**src/rtl/spi_regs_pkg.sv**
```systemverilog
// Shared constants and frame layout for the SPI register-file front end.
package spi_regs_pkg;

  localparam int unsigned FRAME_BITS = 16;
  localparam int unsigned NUM_REGS   = 5;
  localparam int unsigned CNT_W      = $clog2(FRAME_BITS + 1);

  localparam logic [6:0] ADDR_EN_OUT_7_0  = 7'h00;
  localparam logic [6:0] ADDR_EN_OUT_15_8 = 7'h01;
  localparam logic [6:0] ADDR_EN_PWM_7_0  = 7'h02;
  localparam logic [6:0] ADDR_EN_PWM_15_8 = 7'h03;
  localparam logic [6:0] ADDR_PWM_DUTY    = 7'h04;
  localparam logic [6:0] MAX_ADDR         = 7'h04;

  // Frame as it sits in the shift register once all 16 bits are in (MSB first on the wire).
  typedef struct packed {
    logic       rw;
    logic [6:0] addr;
    logic [7:0] data;
  } frame_t;

  // A frame commits only if it is exactly 16 bits, a write, and targets an implemented register.
  function automatic logic frame_commits(frame_t f, logic [CNT_W-1:0] cnt, logic ovf);
    return (cnt == CNT_W'(FRAME_BITS)) && !ovf && f.rw && (f.addr <= MAX_ADDR);
  endfunction

endpackage

```
**src/rtl/sync_edge.sv**
```systemverilog
// Multi-flop synchroniser with one history flop for rise/fall pulse detection.
module sync_edge #(
  parameter int unsigned SYNC_STAGES = 2
) (
  input  logic clk_i,
  input  logic rst_ni,
  input  logic d_i,
  output logic level_o,
  output logic rise_o,
  output logic fall_o
);

  logic [SYNC_STAGES-1:0] sync_q, sync_d;
  logic                   hist_q, hist_d;

  // Shift the asynchronous input through the chain; history trails the synchronised level.
  always_comb begin
    sync_d = {sync_q[SYNC_STAGES-2:0], d_i};
    hist_d = sync_q[SYNC_STAGES-1];
  end

  // Synchroniser and history state.
  always_ff @(posedge clk_i or negedge rst_ni) begin
    if (!rst_ni) begin
      sync_q <= '0;
      hist_q <= 1'b0;
    end else begin
      sync_q <= sync_d;
      hist_q <= hist_d;
    end
  end

  // Level and single-cycle edge pulses.
  always_comb begin
    level_o = sync_q[SYNC_STAGES-1];
    rise_o  = sync_q[SYNC_STAGES-1] & ~hist_q;
    fall_o  = ~sync_q[SYNC_STAGES-1] & hist_q;
  end

endmodule

```
**src/rtl/spi_peripheral.sv**
```systemverilog
// SPI mode-0 write-only front end driving the five pwm_peripheral configuration registers.
// All SPI pins are sampled in the clk domain; nothing here is clocked by sclk.
module spi_peripheral
  import spi_regs_pkg::*;
#(
  parameter int unsigned SYNC_STAGES = 2
) (
  input  logic       clk,
  input  logic       rst_n,
  input  logic       sclk,
  input  logic       copi,
  input  logic       ncs,
  output logic [7:0] en_reg_out_7_0,
  output logic [7:0] en_reg_out_15_8,
  output logic [7:0] en_reg_pwm_7_0,
  output logic [7:0] en_reg_pwm_15_8,
  output logic [7:0] pwm_duty_cycle
);

  logic sclk_rise, ncs_rise, ncs_fall, copi_s;
  logic unused_sclk_level, unused_sclk_fall, unused_ncs_level;
  logic unused_copi_rise, unused_copi_fall;

  sync_edge #(.SYNC_STAGES(SYNC_STAGES)) u_sync_sclk (
    .clk_i   (clk),
    .rst_ni  (rst_n),
    .d_i     (sclk),
    .level_o (unused_sclk_level),
    .rise_o  (sclk_rise),
    .fall_o  (unused_sclk_fall)
  );

  sync_edge #(.SYNC_STAGES(SYNC_STAGES)) u_sync_ncs (
    .clk_i   (clk),
    .rst_ni  (rst_n),
    .d_i     (ncs),
    .level_o (unused_ncs_level),
    .rise_o  (ncs_rise),
    .fall_o  (ncs_fall)
  );

  sync_edge #(.SYNC_STAGES(SYNC_STAGES)) u_sync_copi (
    .clk_i   (clk),
    .rst_ni  (rst_n),
    .d_i     (copi),
    .level_o (copi_s),
    .rise_o  (unused_copi_rise),
    .fall_o  (unused_copi_fall)
  );

  logic [FRAME_BITS-1:0] shift_q, shift_d;
  logic [CNT_W-1:0]      cnt_q, cnt_d;
  logic                  ovf_q, ovf_d;
  // Set only by a seen ncs fall, so a frame already in flight at reset release is never captured.
  logic                  active_q, active_d;
  logic                  commit;
  frame_t                frame;

  assign frame = frame_t'(shift_q);

  // Frame shifter: start on ncs fall, decide on ncs rise, capture on sclk rise in between.
  always_comb begin
    shift_d  = shift_q;
    cnt_d    = cnt_q;
    ovf_d    = ovf_q;
    active_d = active_q;
    commit   = 1'b0;
    if (ncs_fall) begin
      shift_d  = '0;
      cnt_d    = '0;
      ovf_d    = 1'b0;
      active_d = 1'b1;
    end else if (ncs_rise) begin
      // Decision uses the pre-shift counter; a coincident sclk rise is dropped.
      active_d = 1'b0;
      commit   = active_q && frame_commits(frame, cnt_q, ovf_q);
    end else if (active_q && sclk_rise) begin
      if (cnt_q < CNT_W'(FRAME_BITS)) begin
        shift_d = {shift_q[FRAME_BITS-2:0], copi_s};
        cnt_d   = cnt_q + 1'b1;
      end else begin
        ovf_d = 1'b1;
      end
    end
  end

  // Frame shifter state.
  always_ff @(posedge clk or negedge rst_n) begin
    if (!rst_n) begin
      shift_q  <= '0;
      cnt_q    <= '0;
      ovf_q    <= 1'b0;
      active_q <= 1'b0;
    end else begin
      shift_q  <= shift_d;
      cnt_q    <= cnt_d;
      ovf_q    <= ovf_d;
      active_q <= active_d;
    end
  end

  logic [7:0] regs_q [NUM_REGS];
  logic [7:0] regs_d [NUM_REGS];

  // Register file next state: only the addressed entry loads on commit.
  always_comb begin
    for (int unsigned i = 0; i < NUM_REGS; i++) begin
      regs_d[i] = regs_q[i];
      if (commit && (frame.addr == 7'(i))) begin
        regs_d[i] = frame.data;
      end
    end
  end

  // Register file state.
  always_ff @(posedge clk or negedge rst_n) begin
    if (!rst_n) begin
      for (int unsigned i = 0; i < NUM_REGS; i++) begin
        regs_q[i] <= 8'h00;
      end
    end else begin
      for (int unsigned i = 0; i < NUM_REGS; i++) begin
        regs_q[i] <= regs_d[i];
      end
    end
  end

  assign en_reg_out_7_0  = regs_q[ADDR_EN_OUT_7_0[2:0]];
  assign en_reg_out_15_8 = regs_q[ADDR_EN_OUT_15_8[2:0]];
  assign en_reg_pwm_7_0  = regs_q[ADDR_EN_PWM_7_0[2:0]];
  assign en_reg_pwm_15_8 = regs_q[ADDR_EN_PWM_15_8[2:0]];
  assign pwm_duty_cycle  = regs_q[ADDR_PWM_DUTY[2:0]];

endmodule

```
**config.mk**
```make
export PLATFORM = sky130hd
export DESIGN_NAME = spi_peripheral
export DESIGN_NICKNAME = d
export VERILOG_FILES = /design/src/rtl/spi_regs_pkg.sv /design/src/rtl/sync_edge.sv /design/src/rtl/spi_peripheral.sv
export SDC_FILE = /design/constraint.sdc
export NUM_CORES = 1
export LEC_CHECK = 0
export BUFFER_PORTS_ARGS = -buffer_cell sky130_fd_sc_hd__buf_2
export CAP_MARGIN = 10
export CORE_MARGIN = 1.5
export CORE_UTILIZATION = 40
export DETAILED_ROUTE_END_ITERATION = 7
export GPL_TIMING_DRIVEN = 0
export SLEW_MARGIN = 20
export SYNTH_ARGS = -nofsm -noshare
export SYNTH_HDL_FRONTEND = slang
export SYNTH_SLANG_ARGS = --single-unit
```
**constraint.sdc**
```tcl
create_clock -name clk -period 1.9 [get_ports clk]
set_input_delay 0 -clock clk [delete_from_list [all_inputs] [get_ports clk]]
set_output_delay 0 -clock clk [all_outputs]
set_load 0.02 [all_outputs]
```
==> out/metrics.yaml <==
status: "finished with violations"
violations: "setup timing"
synth_area_um2: 2870
synthTopCellsByArea: "dfrtp_1 62%, mux2_2 16%, nand2b_1 3.9%"
antenna_found_initial: 0
drtIter0Drc: 94
rsz0062_at_grt: "true"
core_area_um2: 6870
final_util: 0.547
synth_top_cell_by_area: "dfrtp_1"
cts_made_buffers: 9
portBuffers: 44
r2r_cells: 4
detailroute.via_count: 1861
crit_arrival_ns: 2.23
first_pass_iters: 4
area_delta_synth_final_pct: 31.1
crit_chain: "or4_4, nor3b_4, nand4_4, mux2_4"
final_layout_size_suffix_gt1_frac: 0.462
wl_um: 5910
worst_path_max_delay_cell: "or4_4"
worst_hold_slack_ns: 0.121
fmax_mhz: 500
seq_area_frac_synth: 0.620
antennaDiodeCount: 0
syn_inst: 213
path_buf_inv: 0
fin_skew_ns: 0.00945
grt_overflow: 0
slew_headroom: 0.737
syn-num-nets: 223
required_ns: 2.13
htreeDepth: 3
cap_viol_max_count: 0
setup.worst_path.class: "reg -> reg"
synth.distinct_cells: 29
cts_tree: "built"
end_kind: "flop"
grt_max_degree: 44
cts.clk_slew.worst_paths_ns: 0.07
fp.dieW_um: 87.7
cp-start-kind: "flop"
final.period_utilization: 1.05
boundaryPins: 45
r2r-end: "en_reg_pwm_15_8[0]$_DFFE_PN0P_"
clock_latency_ns: 0.35
finalNonFillerCells: 382
synth_top_area_frac: 0.620
wl_per_cell_um: 15.5
gp_congestion: 0.741
slowest_delay_ns: 0.61
ir_drop_uv: 570
ys_ff_latch: 71
ant_nets: 0
setup-tns-final_ns: -1.97
cp_max_fo: 8
viasPerCell: 4.87
worst_pin_slew_ns: 0.394
post-place-ws_ns: -0.513
r2r-start: "frame[14]$_DFFE_PN0P_"
drv_slew: 0
root_buffer: "clkbuf_8"
syn_avg_cell_area_um2: 13.5
ys_async_sr_fraction: 1.00
clockBufferDepth: 2
setup_viol: 40
yosysWarnings: 0
grtUsageTotal: 0.168
std_cell_rows: 30
die_area_um2: 7680
grt_pass1_wl_um: 9500
numClockSinks: 71
synth-main-ff-cell: "dfrtp_1"
hold_class: "in -> async"
fin_nets: 292
dpl.hpwl_um: 3610
place_inst: 354
r2r_slack_ns: -0.10
period_needed_ns: 2.00
crit_family: "simple AND/OR/NAND/NOR gates"
setup_slack_ns: -0.102
synth_edf_count: 0
start_util: 0.417
dieHeight_um: 87.7
post-route-drc-count: 0
grt_pass1_vias: 1836
leakage_nw: 1.88
power.density_nw_per_um2: 875
hold_viol_final: 0
layout by cell type, fill, tap and decap left out, types with 2 or more instances in the layout:
cell,synthesis,final
dfrtp_1,71,70
buf_2,2,43
mux2_2,41,24
nand2_1,20,20
o21ai_0,19,19
nand2b_1,18,18
mux2_4,0,17
clkbuf_8,0,11
buf_4,0,9
nor2_1,6,5
dlygate4sd3_1,0,4
inv_1,4,3
clkbuf_1,5,3
buf_6,0,3
ha_1,5,3
clkbuf_2,0,2
nor3b_4,0,2
nand4_4,0,2
nand4b_1,2,2
bufinv_16,0,2
where the power goes:
part           internal [mW]  leakage (nW)  switching [mW]
combinational          0.114         0.801           0.140
clock                  0.811         0.116           0.569
sequential              1.57         0.965          0.0819
kinds of logic (layout without fill, tap and decap cells):
group                      after synthesis  count (layout)  share of synthesized area
AOI/OAI and AO/OA                       22              22                     0.0410
xor gates and xnor gates                 1               1                    0.00306
adders and majority gates                5               5                     0.0218
buffers and inverters                   11              84                     0.0153
DFF                                     71              71                      0.620
muxes                                   41              41                      0.161
and+or+nand+nor                         62              62                      0.138
worst reg2reg max path, cell delays in order (launching register included):
cell     delay [ns]
dfrtp_1        0.40
or4_4          0.61
nor3b_4        0.28
nand4_4        0.25
mux2_4         0.35
layout make-up:
cell class | count | area [um2]
clock buffer | 11 | 151
fill | 602 | 3110
sequential | 71 | 1780
tap | 96 | 120
timing repair buffer | 59 | 365
multi-input combinational | 131 | 1220
clock inverter | 4 | 77.6
buffer | 6 | 32.5
inverter | 4 | 15.0
cells in the mapped netlist (all sizes together) (2+ instances only):
| master | n |
|---|---|
| buf | 2 |
| clkbuf | 5 |
| dfrtp | 71 |
| ha | 5 |
| inv | 4 |
| mux2 | 41 |
| nand2 | 20 |
| nand2b | 18 |
| nand4 | 3 |
| nand4b | 2 |
| nor2 | 6 |
| nor3 | 2 |
| nor3b | 2 |
| o21ai | 19 |
through the flow:
step	power (mW)	instance area, um2
2_1_floorplan	1.78	2910
3_3_place_gp	1.87	3250
3_5_place_dp	1.89	3280
4_1_cts	3.30	3690
5_1_grt	3.43	3760
6_report	3.29	3760
state kept, by name, summed over array words and instances, names as in the netlist:
signal              cells
frame                  16
en_reg_out_15_8         8
en_reg_out_7_0          8
en_reg_pwm_15_8         8
en_reg_pwm_7_0          8
pwm_duty_cycle          8
cnt_q                   5
u_sync_copi.sync_q      2
u_sync_ncs.sync_q       2
u_sync_sclk.sync_q      2
active_q                1
ovf_q                   1
u_sync_ncs.hist_q       1
u_sync_sclk.hist_q      1
worst max path at each step:
stage | depth (start not counted) | from | end
after global routing | 4 | frame[14]$_DFFE_PN0P_ | en_reg_pwm_15_8[0]$_DFFE_PN0P_
after floorplan | 6 | u_sync_ncs.hist_q$_DFF_PN0_ | pwm_duty_cycle[0]$_DFFE_PN0P_
after CTS | 5 | frame[14]$_DFFE_PN0P_ | en_reg_pwm_15_8[0]$_DFFE_PN0P_
final | 4 | frame[14]$_DFFE_PN0P_ | en_reg_pwm_15_8[0]$_DFFE_PN0P_
after global placement | 6 | u_sync_ncs.sync_q[1]$_DFF_PN0_ | en_reg_out_7_0[4]$_DFFE_PN0P_
after detailed placement | 6 | u_sync_ncs.sync_q[1]$_DFF_PN0_ | en_reg_out_7_0[2]$_DFFE_PN0P_
layer usage:
| layer | share of wire | GRT usage | routed length (um) | vias to the layer above |
|---|---|---|---|---|
| met5 | 0 | 0 | 0 | - |
| met4 | 0.0063 | 0.0649 | 37 | 0 |
| met3 | 0.037 | 0.0462 | 220 | 5 |
| met2 | 0.48 | 0.245 | 2850 | 36 |
| met1 | 0.47 | 0.240 | 2800 | 943 |
| li1 | - | - | - | 877 |
what timing repair did:
item	in CTS	in global routing
hold buffers	4	0
pin swaps	3	8
endpoints found under the setup margin	58	58
endpoints found under the hold margin	74	0
gates resized for setup	24	14
setup buffers	6	4
No activity file was read; power rests on OpenSTA's default activity.
